$ cat src/rtl/card_dealer_deck.sv
// Deals cards from a 52-card deck using an external random source, rejecting repeats and
// falling back to a linear probe. Define CARD_DEALER_REJECT_CNT_EN to add reject_cnt_o.
module card_dealer_deck #(
   parameter int unsigned RND_W     = 6,
   parameter int unsigned MAX_RETRY = 4
) (
   input  logic             clk_cd_i,
   input  logic             rst_cd_i,
   input  logic             req_card_i,
   input  logic             shuffle_i,
   output logic             req_rnd_o,
   input  logic             rnd_valid_i,
   input  logic [RND_W-1:0] rnd_data_i,
   output logic             card_valid_o,
   output logic [3:0]       card_rank_o,
   output logic [1:0]       card_suit_o,
   output logic [3:0]       card_points_o,
   output logic [5:0]       cards_left_o,
   output logic             deck_empty_o,
`ifdef CARD_DEALER_REJECT_CNT_EN
   output logic [7:0]       reject_cnt_o,
`endif
   output logic             busy_o
);

   typedef enum logic [2:0] {StIdle, StReq, StWait, StCheck, StProbe, StDeal} state_e;

   localparam logic [3:0] RetryLast = 4'(MAX_RETRY - 1);

   state_e      state_q, state_d;
   logic [51:0] mask_q, mask_d;
   logic [5:0]  left_q, left_d;
   logic        empty_q, empty_d;
   logic [3:0]  retry_q, retry_d;
   logic [5:0]  idx_q, idx_d;
   logic [5:0]  probe_q, probe_d;
   logic [5:0]  deal_q, deal_d;
   logic [3:0]  rank_q, rank_d;
   logic [1:0]  suit_q, suit_d;
   logic [3:0]  points_q, points_d;
   logic        load_card;
   logic [5:0]  load_idx;
   logic        reject;
   logic [63:0] mask_ext;

   generate
      if (RND_W > 6) begin : g_rnd_hi
         logic unused_rnd_hi;
         assign unused_rnd_hi = ^rnd_data_i[RND_W-1:6];
      end
   endgenerate

   // Indices 52..63 look permanently dealt, so one lookup covers both rejection causes.
   assign mask_ext = {12'hfff, mask_q};

   function automatic logic [9:0] decode_card(logic [5:0] idx);
      logic [1:0] suit;
      logic [3:0] rem;
      logic [3:0] rank;
      logic [3:0] pts;
      if (idx < 6'd13) begin
         suit = 2'd0;
         rem  = idx[3:0];
      end else if (idx < 6'd26) begin
         suit = 2'd1;
         rem  = 4'(idx - 6'd13);
      end else if (idx < 6'd39) begin
         suit = 2'd2;
         rem  = 4'(idx - 6'd26);
      end else begin
         suit = 2'd3;
         rem  = 4'(idx - 6'd39);
      end
      rank = rem + 4'd1;
      pts  = (rank > 4'd10) ? 4'd10 : rank;
      return {rank, suit, pts};
   endfunction

   always_comb begin
      state_d   = state_q;
      mask_d    = mask_q;
      left_d    = left_q;
      empty_d   = empty_q;
      retry_d   = retry_q;
      idx_d     = idx_q;
      probe_d   = probe_q;
      deal_d    = deal_q;
      load_card = 1'b0;
      load_idx  = idx_q;
      reject    = 1'b0;
      unique case (state_q)
         StIdle: begin
            if (shuffle_i) begin
               mask_d  = '0;
               left_d  = 6'd52;
               empty_d = 1'b0;
            end else if (req_card_i && (left_q != 6'd0)) begin
               state_d = StReq;
               retry_d = '0;
            end
         end
         StReq: state_d = StWait;
         StWait: begin
            if (rnd_valid_i) begin
               idx_d   = rnd_data_i[5:0];
               state_d = StCheck;
            end
         end
         StCheck: begin
            if (!mask_ext[idx_q]) begin
               deal_d    = idx_q;
               load_card = 1'b1;
               state_d   = StDeal;
            end else begin
               reject = 1'b1;
               if (retry_q == RetryLast) begin
                  probe_d = (idx_q >= 6'd52) ? idx_q - 6'd52 : idx_q;
                  state_d = StProbe;
               end else begin
                  retry_d = retry_q + 4'd1;
                  state_d = StReq;
               end
            end
         end
         StProbe: begin
            if (!mask_q[probe_q]) begin
               deal_d    = probe_q;
               load_idx  = probe_q;
               load_card = 1'b1;
               state_d   = StDeal;
            end else begin
               probe_d = (probe_q == 6'd51) ? 6'd0 : probe_q + 6'd1;
            end
         end
         StDeal: begin
            mask_d[deal_q] = 1'b1;
            left_d         = left_q - 6'd1;
            empty_d        = (left_q == 6'd1);
            state_d        = StIdle;
         end
         default: state_d = StIdle;
      endcase
      {rank_d, suit_d, points_d} = load_card ? decode_card(load_idx)
                                             : {rank_q, suit_q, points_q};
   end

   always_ff @(posedge clk_cd_i) begin
      if (rst_cd_i) begin
         state_q  <= StIdle;
         mask_q   <= '0;
         left_q   <= 6'd52;
         empty_q  <= 1'b0;
         retry_q  <= '0;
         idx_q    <= '0;
         probe_q  <= '0;
         deal_q   <= '0;
         rank_q   <= '0;
         suit_q   <= '0;
         points_q <= '0;
      end else begin
         state_q  <= state_d;
         mask_q   <= mask_d;
         left_q   <= left_d;
         empty_q  <= empty_d;
         retry_q  <= retry_d;
         idx_q    <= idx_d;
         probe_q  <= probe_d;
         deal_q   <= deal_d;
         rank_q   <= rank_d;
         suit_q   <= suit_d;
         points_q <= points_d;
      end
   end

`ifdef CARD_DEALER_REJECT_CNT_EN
   logic [7:0] rej_cnt_q;

   always_ff @(posedge clk_cd_i) begin
      if (rst_cd_i || ((state_q == StIdle) && shuffle_i)) begin
         rej_cnt_q <= '0;
      end else if (reject && (rej_cnt_q != 8'hff)) begin
         rej_cnt_q <= rej_cnt_q + 8'd1;
      end
   end

   assign reject_cnt_o = rej_cnt_q;
`else
   logic unused_reject;
   assign unused_reject = reject;
`endif

   assign req_rnd_o     = (state_q == StReq);
   assign card_valid_o  = (state_q == StDeal);
   assign busy_o        = (state_q != StIdle);
   assign card_rank_o   = rank_q;
   assign card_suit_o   = suit_q;
   assign card_points_o = points_q;
   assign cards_left_o  = left_q;
   assign deck_empty_o  = empty_q;

endmodule

$ cat config.mk
export PLATFORM = sky130hd
export DESIGN_NAME = card_dealer_deck
export DESIGN_NICKNAME = d
export VERILOG_FILES = /design/src/rtl/card_dealer_deck.sv
export SDC_FILE = /design/constraint.sdc
export NUM_CORES = 1
export LEC_CHECK = 0
export ABC_AREA = 1
export BUFFER_PORTS_ARGS = -buffer_cell sky130_fd_sc_hd__buf_2
export CORE_MARGIN = 3
export CORE_UTILIZATION = 56
export DETAILED_ROUTE_END_ITERATION = 8
export GPL_TIMING_DRIVEN = 0
export PLACE_DENSITY = 0.74
export SLEW_MARGIN = 20
export SYNTH_ARGS = -nofsm -noshare
export SYNTH_HDL_FRONTEND = slang
export SYNTH_SLANG_ARGS = --single-unit
$ cat constraint.sdc
create_clock -name clk_cd_i -period 3.32 [get_ports clk_cd_i]
set_clock_uncertainty 0.05 [all_clocks]
set_input_delay 0 -clock clk_cd_i [delete_from_list [all_inputs] [get_ports clk_cd_i]]
set_output_delay 0 -clock clk_cd_i [all_outputs]
set_load 0.05 [all_outputs]
==> results of run 1 <==
[cell families after synthesis]
family          Yosys count
compound gates          199
xor+xnor                  4
fa+ha+maj                12
buf+inv                 153
flops                    94
simple gates            352
[cell usage after synthesis (3+ instances only)]
cell type / instances / share of area [%]
a211oi_1: 4 / 0.55
a21oi_1: 87 / 8.0
a31oi_1: 3 / 0.34
buf_2: 5 / 0.46
buf_6: 7 / 1.4
clkbuf_1: 20 / 1.4
dfxtp_1: 94 / 34
ha_1: 12 / 2.7
inv_1: 113 / 7.8
inv_2: 5 / 0.34
nand2_1: 179 / 12
nand2_2: 19 / 2.2
nand2_4: 5 / 1.0
nand3_1: 68 / 6.2
nand3_2: 4 / 0.73
nand3_4: 3 / 0.96
nand3b_1: 3 / 0.41
nand4_1: 8 / 0.92
nor2_1: 41 / 2.8
nor3_1: 12 / 1.1
o211ai_1: 8 / 1.1
o21ai_0: 64 / 5.9
o22ai_1: 18 / 2.1
or2_2: 3 / 0.34
xor2_1: 3 / 0.48
[path summary, 6_finish.rpt]
| path | startpoint | to | slack (ns) |
|---|---|---|---|
| max | probe_q[0] | card_points_o[0] | -0.01 |
| min | rnd_valid_i | idx_q[1] | 0.03 |
| max reg2reg | probe_q[0] | card_points_o[0] | -0.01 |
| min reg2reg | card_rank_o[3] | card_rank_o[3] | 0.42 |
[sequential cells by signal (all words and copies together) (netlist names)]
signal / cells
deck_empty_o: 1
card_points_o: 4
deal_q: 6
card_rank_o: 4
cards_left_o: 6
mask_q: 52
state_q: 3
card_suit_o: 2
probe_q: 6
retry_q: 4
idx_q: 6
[worst reg2reg max path: stages, from the launching register on]
cell       delay (ns)
dfxtp_4          0.48
clkinv_8         0.12
clkbuf_16        0.18
nand2_1          0.06
nand3_1          0.09
a21boi_2         0.19
nor2_2           0.07
nand2_2          0.08
nand3_4          0.12
nand3_4          0.17
nand2_4          0.07
nand2_4          0.12
ha_4             0.17
nand2_4          0.06
nand2_4          0.09
nand2_4          0.08
buf_4            0.15
buf_4            0.13
nand2_2          0.06
nand2_1          0.06
nand2_1          0.08
nand3_2          0.08
nand2_4          0.11
inv_1            0.06
nand2_2          0.09
nand3_2          0.10
nand2_2          0.08
a21oi_2          0.04
[through the flow]
stage	TNS, ns	hold slack (ns)
2_1_floorplan	0	0.0274
3_3_place_gp	-1.82	0.219
3_5_place_dp	-2.04	0.230
4_1_cts	0	0.0116
5_1_grt	-1.07	0.0721
6_report	-0.0118	0.0262
[where the power goes]
part | leakage [nW] | internal [mW] | switching [mW]
Sequential | 0.760 | 1.16 | 0.0407
Combinational | 1.86 | 0.249 | 0.474
Clock | 0.0825 | 0.276 | 0.444
[area by class of cell]
cell class	count	area share (%)
tap	129	2.41
multi-input combinational	567	47.8
buffer	32	3.03
clock inverter	6	0.692
sequential	94	28.2
clock buffer	9	1.85
inverter	119	7.02
timing repair buffer	76	8.98
[per-layer routing]
layer,part of all wire (%),up-vias,global-route usage [%]
met5,0,-,0
met4,3.1,0,12.4
met3,11,63,5.37
met2,44,323,51.0
met1,42,2759,47.5
li1,-,2861,-
[timing repair]
item / CTS / global route
hold buffers: 8 / 0
gates cloned: 1 / 2
setup buffers: 22 / 13
pin swaps: 20 / 42
resized for setup: 37 / 66
hold endpoints to repair: 9 / 0
endpoints found under the setup margin: 7 / 14
==> out/results.tsv, run 1 <==
metric	value	unit
via_count	6006	
syn_area_per_cell	6.71	sq um
place_inst	973	
post_drt_via_cell_ratio	5.82	
ff2ff_path_depth	27	
synth_compound_area_share	20.1	%
synthSimpleGateAreaFrac	30.3	%
ys_seq_area_share	34.4	%
maxCapViolCount	0	
rows	35	
grt_pass1_vias	5608	
ant_nets	0	
fp.dieW	105	um
crit_path_frequent_cell	nand2_4	
wl_per_cell	18.2	um
synth_enable_flop_cells	0	
synth_ff_type	dfxtp_1	
critical_path.top_delay_family	simple AND/OR/NAND/NOR gates	
rsz0062_at_grt	yes	
leakage	2.71	nW
num-fill-cells	843	
p_per_area	395	nW/um^2
grt_overflow	0	
ir_drop	0.272	mV
synth_seq_cells	94	
worstSetupPathType	reg2reg	
multi_input_comb_area	3190	sq um
path_depth	27	
cp.buffers_inverters	5	
cts.clk_slew.worst_paths	0.10	ns
die_area	11000	sq um
synthMuxAreaShare	0	%
gp_congestion	0.974	
grt_pass1_wl	29300	um
fin_ws	-0.0118	ns
synth_xor_area_share	0.641	%
nets	922	
mostFrequentLayoutCells	nand2_1, inv_1, dfxtp_1	
netlist_area	5460	sq um
dpl_cell_area	5770	sq um
antenna_found_initial	0	
start_util	58.3	%
clk-insertion-delay-late	0.37	ns
timing.fmax	0.300	GHz
route.detailed.drc	0	
yosysUniqueCellTypes	45	
core-area	9370	sq um
die_height	105	um
status	finished, violations left	
root_buffer	clkbuf_8	
drt_iter0_drc	576	
synthesis.instances	814	
post-route-util	71.3	%
syn_to_final_growth	22.4	%
start_kind	flip-flop	
worstSetupEndpointType	flip-flop	
firstDrtPassIters	7	
clock_path_buffers	2	
dp_slack	-0.436	ns
cp_slowest_cell	dfxtp_4	
cp.arrival	3.54	ns
hold_depth	4	
drive_gt1_share	21.5	%
post-dp-hpwl	12600	um
final_common_cell	nand2_1	
hold_path_class	in2reg	
synth_top_family_by_area	simple AND/OR/NAND/NOR gates	
drt_wl_total	18800	um
setup_viol	1	
worst_slew_pin_slew	1.07	ns
synth-adder-area-share	2.75	%
postSynth.asyncResetShare	0	%
ys_warn_count	0	
final_area	6690	sq um
violations	negative setup slack	
hold_violations	0	
htreeDepth	3	
track_usage	33.4	%
finalNonFillerCells	1032	
register_area	1890	sq um
fin_crit_sh	100	%
cts_tree	done	
path_max_fanout	7	
relSlewSlack	27.8	%
p_total	2.64	mW
max_stage_delay	0.48	ns
port_buffers	30	
cts.sinks	94	
ios	31	
cts_buffers	9	
cp.required	3.53	ns
slew_viol_final	0	
syn-num-nets	837	
fin_crit	3.33	ns
grt_max_degree	17	
n_antenna_cell	0	
Power figures use the tool's default switching activity.
==> run 2, diff against run 1 <==
--- a/config.mk
+++ b/config.mk
@@ -5,13 +5,13 @@
 export SDC_FILE = /design/constraint.sdc
 export NUM_CORES = 1
 export LEC_CHECK = 0
-export ABC_AREA = 1
+export ABC_CLOCK_PERIOD_IN_PS = 3320
 export BUFFER_PORTS_ARGS = -buffer_cell sky130_fd_sc_hd__buf_2
 export CORE_MARGIN = 3
-export CORE_UTILIZATION = 56
+export CORE_UTILIZATION = 55
 export DETAILED_ROUTE_END_ITERATION = 8
 export GPL_TIMING_DRIVEN = 0
-export PLACE_DENSITY = 0.74
+export PLACE_DENSITY = 0.73
 export SLEW_MARGIN = 20
 export SYNTH_ARGS = -nofsm -noshare
 export SYNTH_HDL_FRONTEND = slang
==> run 2 against run 1 <==
Compared with the run above:
- the run still ends with negative setup slack left
- core utilization rose by 0.56 points
- global-route usage decreased by 2.2 points
- cell count decreased by 18%
- register-to-register slack worse by 1.2 ns
- critical path type unchanged
- largest cell class unchanged
- largest power group unchanged
- highest routed layer unchanged
==> out/results.tsv, run 2 <==
metric	value	unit
drive_gt1_share	29.5	%
largest_register	mask_q	
yosysUniqueCellTypes	70	
synth_enable_flop_cells	0	
cts_buffers	9	
fin_crit	4.49	ns
ir_drop	0.286	mV
seqPwrFrac	46.9	%
grt_pass1_vias	5185	
ios	31	
cts.clk_slew.worst_paths	0.11	ns
swShare	34.3	%
synthTopCellsByArea	dfxtp_1, mux4_2, nor2_1	
combPwrFrac	22.6	%
setup_viol	10	
postSynth.asyncResetShare	0	%
gp_congestion	0.918	
worstSetupEndpointType	flip-flop	
fin_crit_sh	135	%
largest_register_ffs	52	
nets	731	
timing.fmax	0.223	GHz
antenna_found_initial	0	
core-area	9330	sq um
firstDrtPassIters	6	
violations	negative setup slack	
rsz0062_at_grt	yes	
port_buffers	29	
grt_overflow	0	
synth_seq_cells	94	
num-fill-cells	729	
status	finished, violations left	
final_common_cell	nor2_1	
maxCapViolCount	0	
cp.required	3.57	ns
relSlewSlack	18.4	%
wl_per_cell	20.8	um
mostFrequentLayoutCells	nor2_1, dfxtp_1, a21oi_1	
final_area	6710	sq um
ys_seq_area_share	35.2	%
netlist_area	5350	sq um
slew_viol_final	0	
post_drt_via_cell_ratio	6.48	
dpl_cell_area	5740	sq um
cts_tree	done	
htreeDepth	3	
cts.sinks	94	
ys_warn_count	0	
root_buffer	clkbuf_8	
syn_to_final_growth	25.4	%
grt_pass1_wl	27200	um
track_usage	31.2	%
n_antenna_cell	0	
clk-insertion-delay-late	0.39	ns
grt_max_degree	18	
cp.arrival	4.74	ns
fin_ws	-1.17	ns
whs	0.0717	ns
synth_ff_type	dfxtp_1	
fp.dieW	105	um
die_area	10900	sq um
synth.largest_area_cell	dfxtp_1	
route.detailed.drc	0	
worst_slew_pin_slew	1.21	ns
die_height	105	um
clock_path_buffers	2	
synth_commonest_cells	nor2_1, dfxtp_1, a21oi_1	
syn-num-nets	639	
via_count	5458	
drt_wl_total	17500	um
hold_path_class	in2reg	
synth_top_area_share	35.2	%
synthesis.instances	616	
ant_nets	0	
synth.most_common_cell	nor2_1	
p_per_area	377	nW/um^2
hold_violations	0	
worstSetupPathType	reg2reg	
internal_power	1.66	mW
p_clk_share	30.5	%
path_max_fanout	4	
post-dp-hpwl	11200	um
start_util	57.3	%
start_kind	flip-flop	
p_sw	867	uW
leakage	2.51	nW
drt_iter0_drc	483	
rows	35	
syn_area_per_cell	8.68	sq um
==> run 2: cell count changes after synthesis, sizes merged, moves of 17 or more <==
cell	previous run	this run
nand2	204	47
inv	119	22
nand3	75	16
nor2	44	96
o21ai	68	17
a21oi	89	51
a22o	0	22
mux4	0	20
mux2i	0	17
==> run 2: through the flow <==
| step | TNS [ns] | util (%) | setup slack, ns | cells | total power [mW] |
|---|---|---|---|---|---|
| after global routing | -9.84 | 71.9 | -1.30 | 842 | 2.63 |
| final | -8.26 | 71.9 | -1.17 | 842 | 2.53 |
| after global placement | -19.22 | 61.4 | -1.50 | 774 | 1.66 |
| after detailed placement | -19.86 | 61.5 | -1.56 | 774 | 1.68 |
| after floorplan | -5.58 | - | -0.849 | 616 | 1.55 |
| after CTS | -7.26 | 69.5 | -1.04 | 826 | 2.49 |
==> run 2: worst max-delay path, cell delays in order (launching register included) <==
cell and delay [ns]:
dfxtp_2 0.36, buf_6 0.13, buf_8 0.10, mux2i_2 0.22
o32ai_2 0.14, or4_4 0.52, buf_6 0.14, o22ai_4 0.16
o21ai_2 0.11, and2_4 0.19, inv_2 0.06, ha_4 0.15
a211oi_4 0.07, nor3_2 0.23, a41oi_4 0.09, buf_6 0.20
buf_6 0.10, a222oi_1 0.44, mux2i_1 0.21, xnor2_2 0.29
xnor2_2 0.16, a41o_1 0.26
==> run 2: worst paths after layout <==
| kind | startpoint | end | slack, ns | cells past startpoint |
|---|---|---|---|---|
| min | rnd_valid_i | state_q[0] | 0.07 | 5 |
| min reg2reg | card_rank_o[2] | card_rank_o[2] | 0.41 | 2 |
| max | probe_q[1] | card_points_o[2] | -1.17 | 21 |
| max reg2reg | probe_q[1] | card_points_o[2] | -1.17 | 21 |
==> run 2: final cells by class <==
class | instances | area (sq um) | share of cell area, %
Tap cell | 129 | 161 | 2.41
Multi-Input combinational cell | 453 | 3520 | 52.4
Buffer | 40 | 216 | 3.23
Inverter | 24 | 97.6 | 1.46
Clock inverter | 6 | 52.6 | 0.784
Timing Repair Buffer | 86 | 629 | 9.38
Sequential cell | 94 | 1890 | 28.2
Clock buffer | 10 | 138 | 2.05
==> run 2: what timing repair did <==
| item | CTS | global route |
|---|---|---|
| pin swaps | 25 | 34 |
| hold buffers | 7 | 0 |
| endpoints found under the setup margin | 23 | 22 |
| setup buffers | 33 | 18 |
| gates resized for setup | 52 | 35 |
| endpoints found under the hold margin | 7 | 0 |
==> run 2: power by group through the flow <==
stage | sequential [mW] | combinational (mW) | clock (mW)
5_1_grt | 1.19 | 0.611 | 0.823
3_3_place_gp | 1.20 | 0.461 | 0
4_1_cts | 1.18 | 0.534 | 0.775
6_report | 1.19 | 0.572 | 0.771
3_5_place_dp | 1.20 | 0.471 | 0
2_1_floorplan | 1.24 | 0.316 | 0
==> run 2: per-layer routing <==
layer | global-route usage, % | routed length (um) | vias up
met5 | 0 | 0 | -
met4 | 14.5 | 852 | 0
met3 | 7.10 | 1550 | 96
met2 | 50.2 | 8110 | 350
met1 | 40.0 | 7030 | 2568
li1 | - | - | 2444
==> run 2: logic make-up after synthesis <==
| family | synth area share [%] |
|---|---|
| DFF | 35.2 |
| AOI/OAI and AO/OA | 21.3 |
| xor gates and xnor gates | 1.61 |
| buffers and inverters | 5.26 |
| muxes | 14.2 |
| adders and majority gates | 2.81 |
| and+or+nand+nor | 19.6 |
==> run 3, diff against run 2 <==
--- a/config.mk
+++ b/config.mk
@@ -7,10 +7,8 @@
 export LEC_CHECK = 0
 export ABC_CLOCK_PERIOD_IN_PS = 3320
 export BUFFER_PORTS_ARGS = -buffer_cell sky130_fd_sc_hd__buf_2
-export CORE_MARGIN = 3
 export CORE_UTILIZATION = 55
 export DETAILED_ROUTE_END_ITERATION = 8
-export GPL_TIMING_DRIVEN = 0
 export PLACE_DENSITY = 0.73
 export SLEW_MARGIN = 20
 export SYNTH_ARGS = -nofsm -noshare
==> run 3 against run 2 <==
Compared with the run above:
- the run still ends with negative setup slack left
- clock-buffer cell count unchanged
- clock power about the same
- worst setup slack gained 0.30 ns
- largest power group unchanged
==> out/results.tsv, run 3 (synthesis results as in run 2) <==
metric	value	unit
hold_depth	3	
largest_register_ffs	52	
port_buffers	30	
violations	negative setup slack	
swShare	34.0	%
p_sw	860	uW
antenna_found_initial	0	
start_kind	flip-flop	
worst_slew_pin_slew	0.944	ns
internal_power	1.67	mW
worstSetupPathType	reg2reg	
post-dp-hpwl	11700	um
grt_pass1_vias	5387	
seqPwrFrac	47.5	%
drive_gt1_share	35.6	%
largest_register	mask_q	
cp.required	3.56	ns
maxCapViolCount	0	
die_area	10100	sq um
finalNonFillerCells	892	
via_count	5472	
grt_max_degree	37	
n_antenna_cell	0	
status	finished, violations left	
grt_overflow	0	
htreeDepth	3	
firstDrtPassIters	7	
max_stage_delay	0.51	ns
fp.dieW	101	um
nets	781	
timing.fmax	0.239	GHz
hold_violations	0	
path_depth	19	
mostFrequentLayoutCells	buf_4, nor2_1, dfxtp_1	
cts.sinks	94	
cp_slowest_cell	or4_4	
rsz0062_at_grt	yes	
fin_crit	4.19	ns
gp_congestion	0.948	
place_inst	852	
post_drt_via_cell_ratio	6.13	
combPwrFrac	22.0	%
worstSetupEndpointType	flip-flop	
cp.buffers_inverters	3	
root_buffer	clkbuf_8	
grt_pass1_wl	27200	um
clk-insertion-delay-late	0.38	ns
start_util	57.3	%
fin_ws	-0.870	ns
final_common_cell	buf_4	
fin_crit_sh	126	%
path_max_fanout	4	
setup_viol	9	
hold_path_class	in2reg	
relSlewSlack	36.9	%
cts.clk_slew.worst_paths	0.11	ns
post-route-util	75.7	%
ff2ff_path_depth	19	
num-fill-cells	679	
slew_viol_final	0	
rows	35	
leakage	2.87	nW
cp.arrival	4.43	ns
die_height	101	um
ios	31	
path_cells	buf_6 > mux2i_1 > o32ai_2 > or4_4 > o22a_4 > nand2_4 > mux2i_4 > ha_2 > inv_2 > a311oi_2 > inv_1 > mux2_4 > o21ai_2 > o211ai_1 > nor2_1 > ha_4 > xnor2_4 > o21ai_2 > a32o_2	
track_usage	35.0	%
cts_tree	done	
critical_path.top_delay_family	compound AO/OA/AOI/OAI gates	
crit_path_frequent_cell	o21ai_2	
drt_iter0_drc	442	
cts_buffers	9	
route.detailed.drc	0	
clock_path_buffers	2	
drt_wl_total	16900	um
core-area	9330	sq um
p_per_area	359	nW/um^2
wl_per_cell	18.9	um
p_clk_share	30.5	%
ir_drop	0.201	mV
syn_to_final_growth	31.9	%
ant_nets	0	
[run 3: worst min-delay path: stages]
cell     delay [ns]
buf_2          0.13
a21oi_4        0.19
nand2_1        0.10
[run 3: worst paths after layout]
check | start | end | slack, ns
worst max-delay path | probe_q[1] | card_points_o[0] | -0.87
worst min-delay path | shuffle_i | cards_left_o[4] | 0.02
worst max register to register | probe_q[1] | card_points_o[0] | -0.87
worst min register to register | card_rank_o[2] | card_rank_o[2] | 0.42
[run 3: power groups by stage]
stage	combinational [mW]	sequential, mW	clock [mW]
4_1_cts	0.515	1.20	0.773
2_1_floorplan	0.316	1.24	0
3_5_place_dp	0.475	1.23	0
3_3_place_gp	0.465	1.22	0
6_report	0.556	1.20	0.773
5_1_grt	0.596	1.21	0.821
[run 3: metal layers]
layer  global-route usage [%]  share of wire [%]  up-vias
met5                        0                  0        -
met1                     45.5                 42     2638
li1                         -                  -     2529
met4                     13.8                2.9        0
met2                     57.5                 47      259
met3                     6.73                7.7       46
[run 3: area by class of cell]
type | count | area [sq um] | area share, %
Clock buffer | 10 | 138 | 1.95
Inverter | 24 | 90.1 | 1.28
Clock inverter | 6 | 51.3 | 0.727
Timing Repair Buffer | 176 | 1290 | 18.3
Tap cell | 129 | 161 | 2.29
Multi-Input combinational cell | 453 | 3430 | 48.7
Sequential cell | 94 | 1890 | 26.8
[run 3: through the flow]
step	total power [mW]	area [sq um]	setup WS (ns)	setup TNS [ns]	hold slack, ns
2_1_floorplan	1.55	5420	-0.849	-5.58	0.0973
3_3_place_gp	1.69	6450	-0.728	-4.83	0.189
6_report	2.53	7060	-0.870	-5.70	0.0170
4_1_cts	2.49	6930	-0.784	-4.87	0.0169
3_5_place_dp	1.70	6460	-0.857	-5.77	0.202
5_1_grt	2.62	7060	-1.05	-7.37	0.0206
[run 3: what timing repair did]
| item | 4_1_cts | 5_1_grt |
|---|---|---|
| endpoints found under the setup margin | 8 | 10 |
| pin swaps | 21 | 16 |
| setup buffers | 12 | 5 |
| endpoints found under the hold margin | 9 | 0 |
| hold buffers | 7 | 0 |
| resized for setup | 27 | 19 |
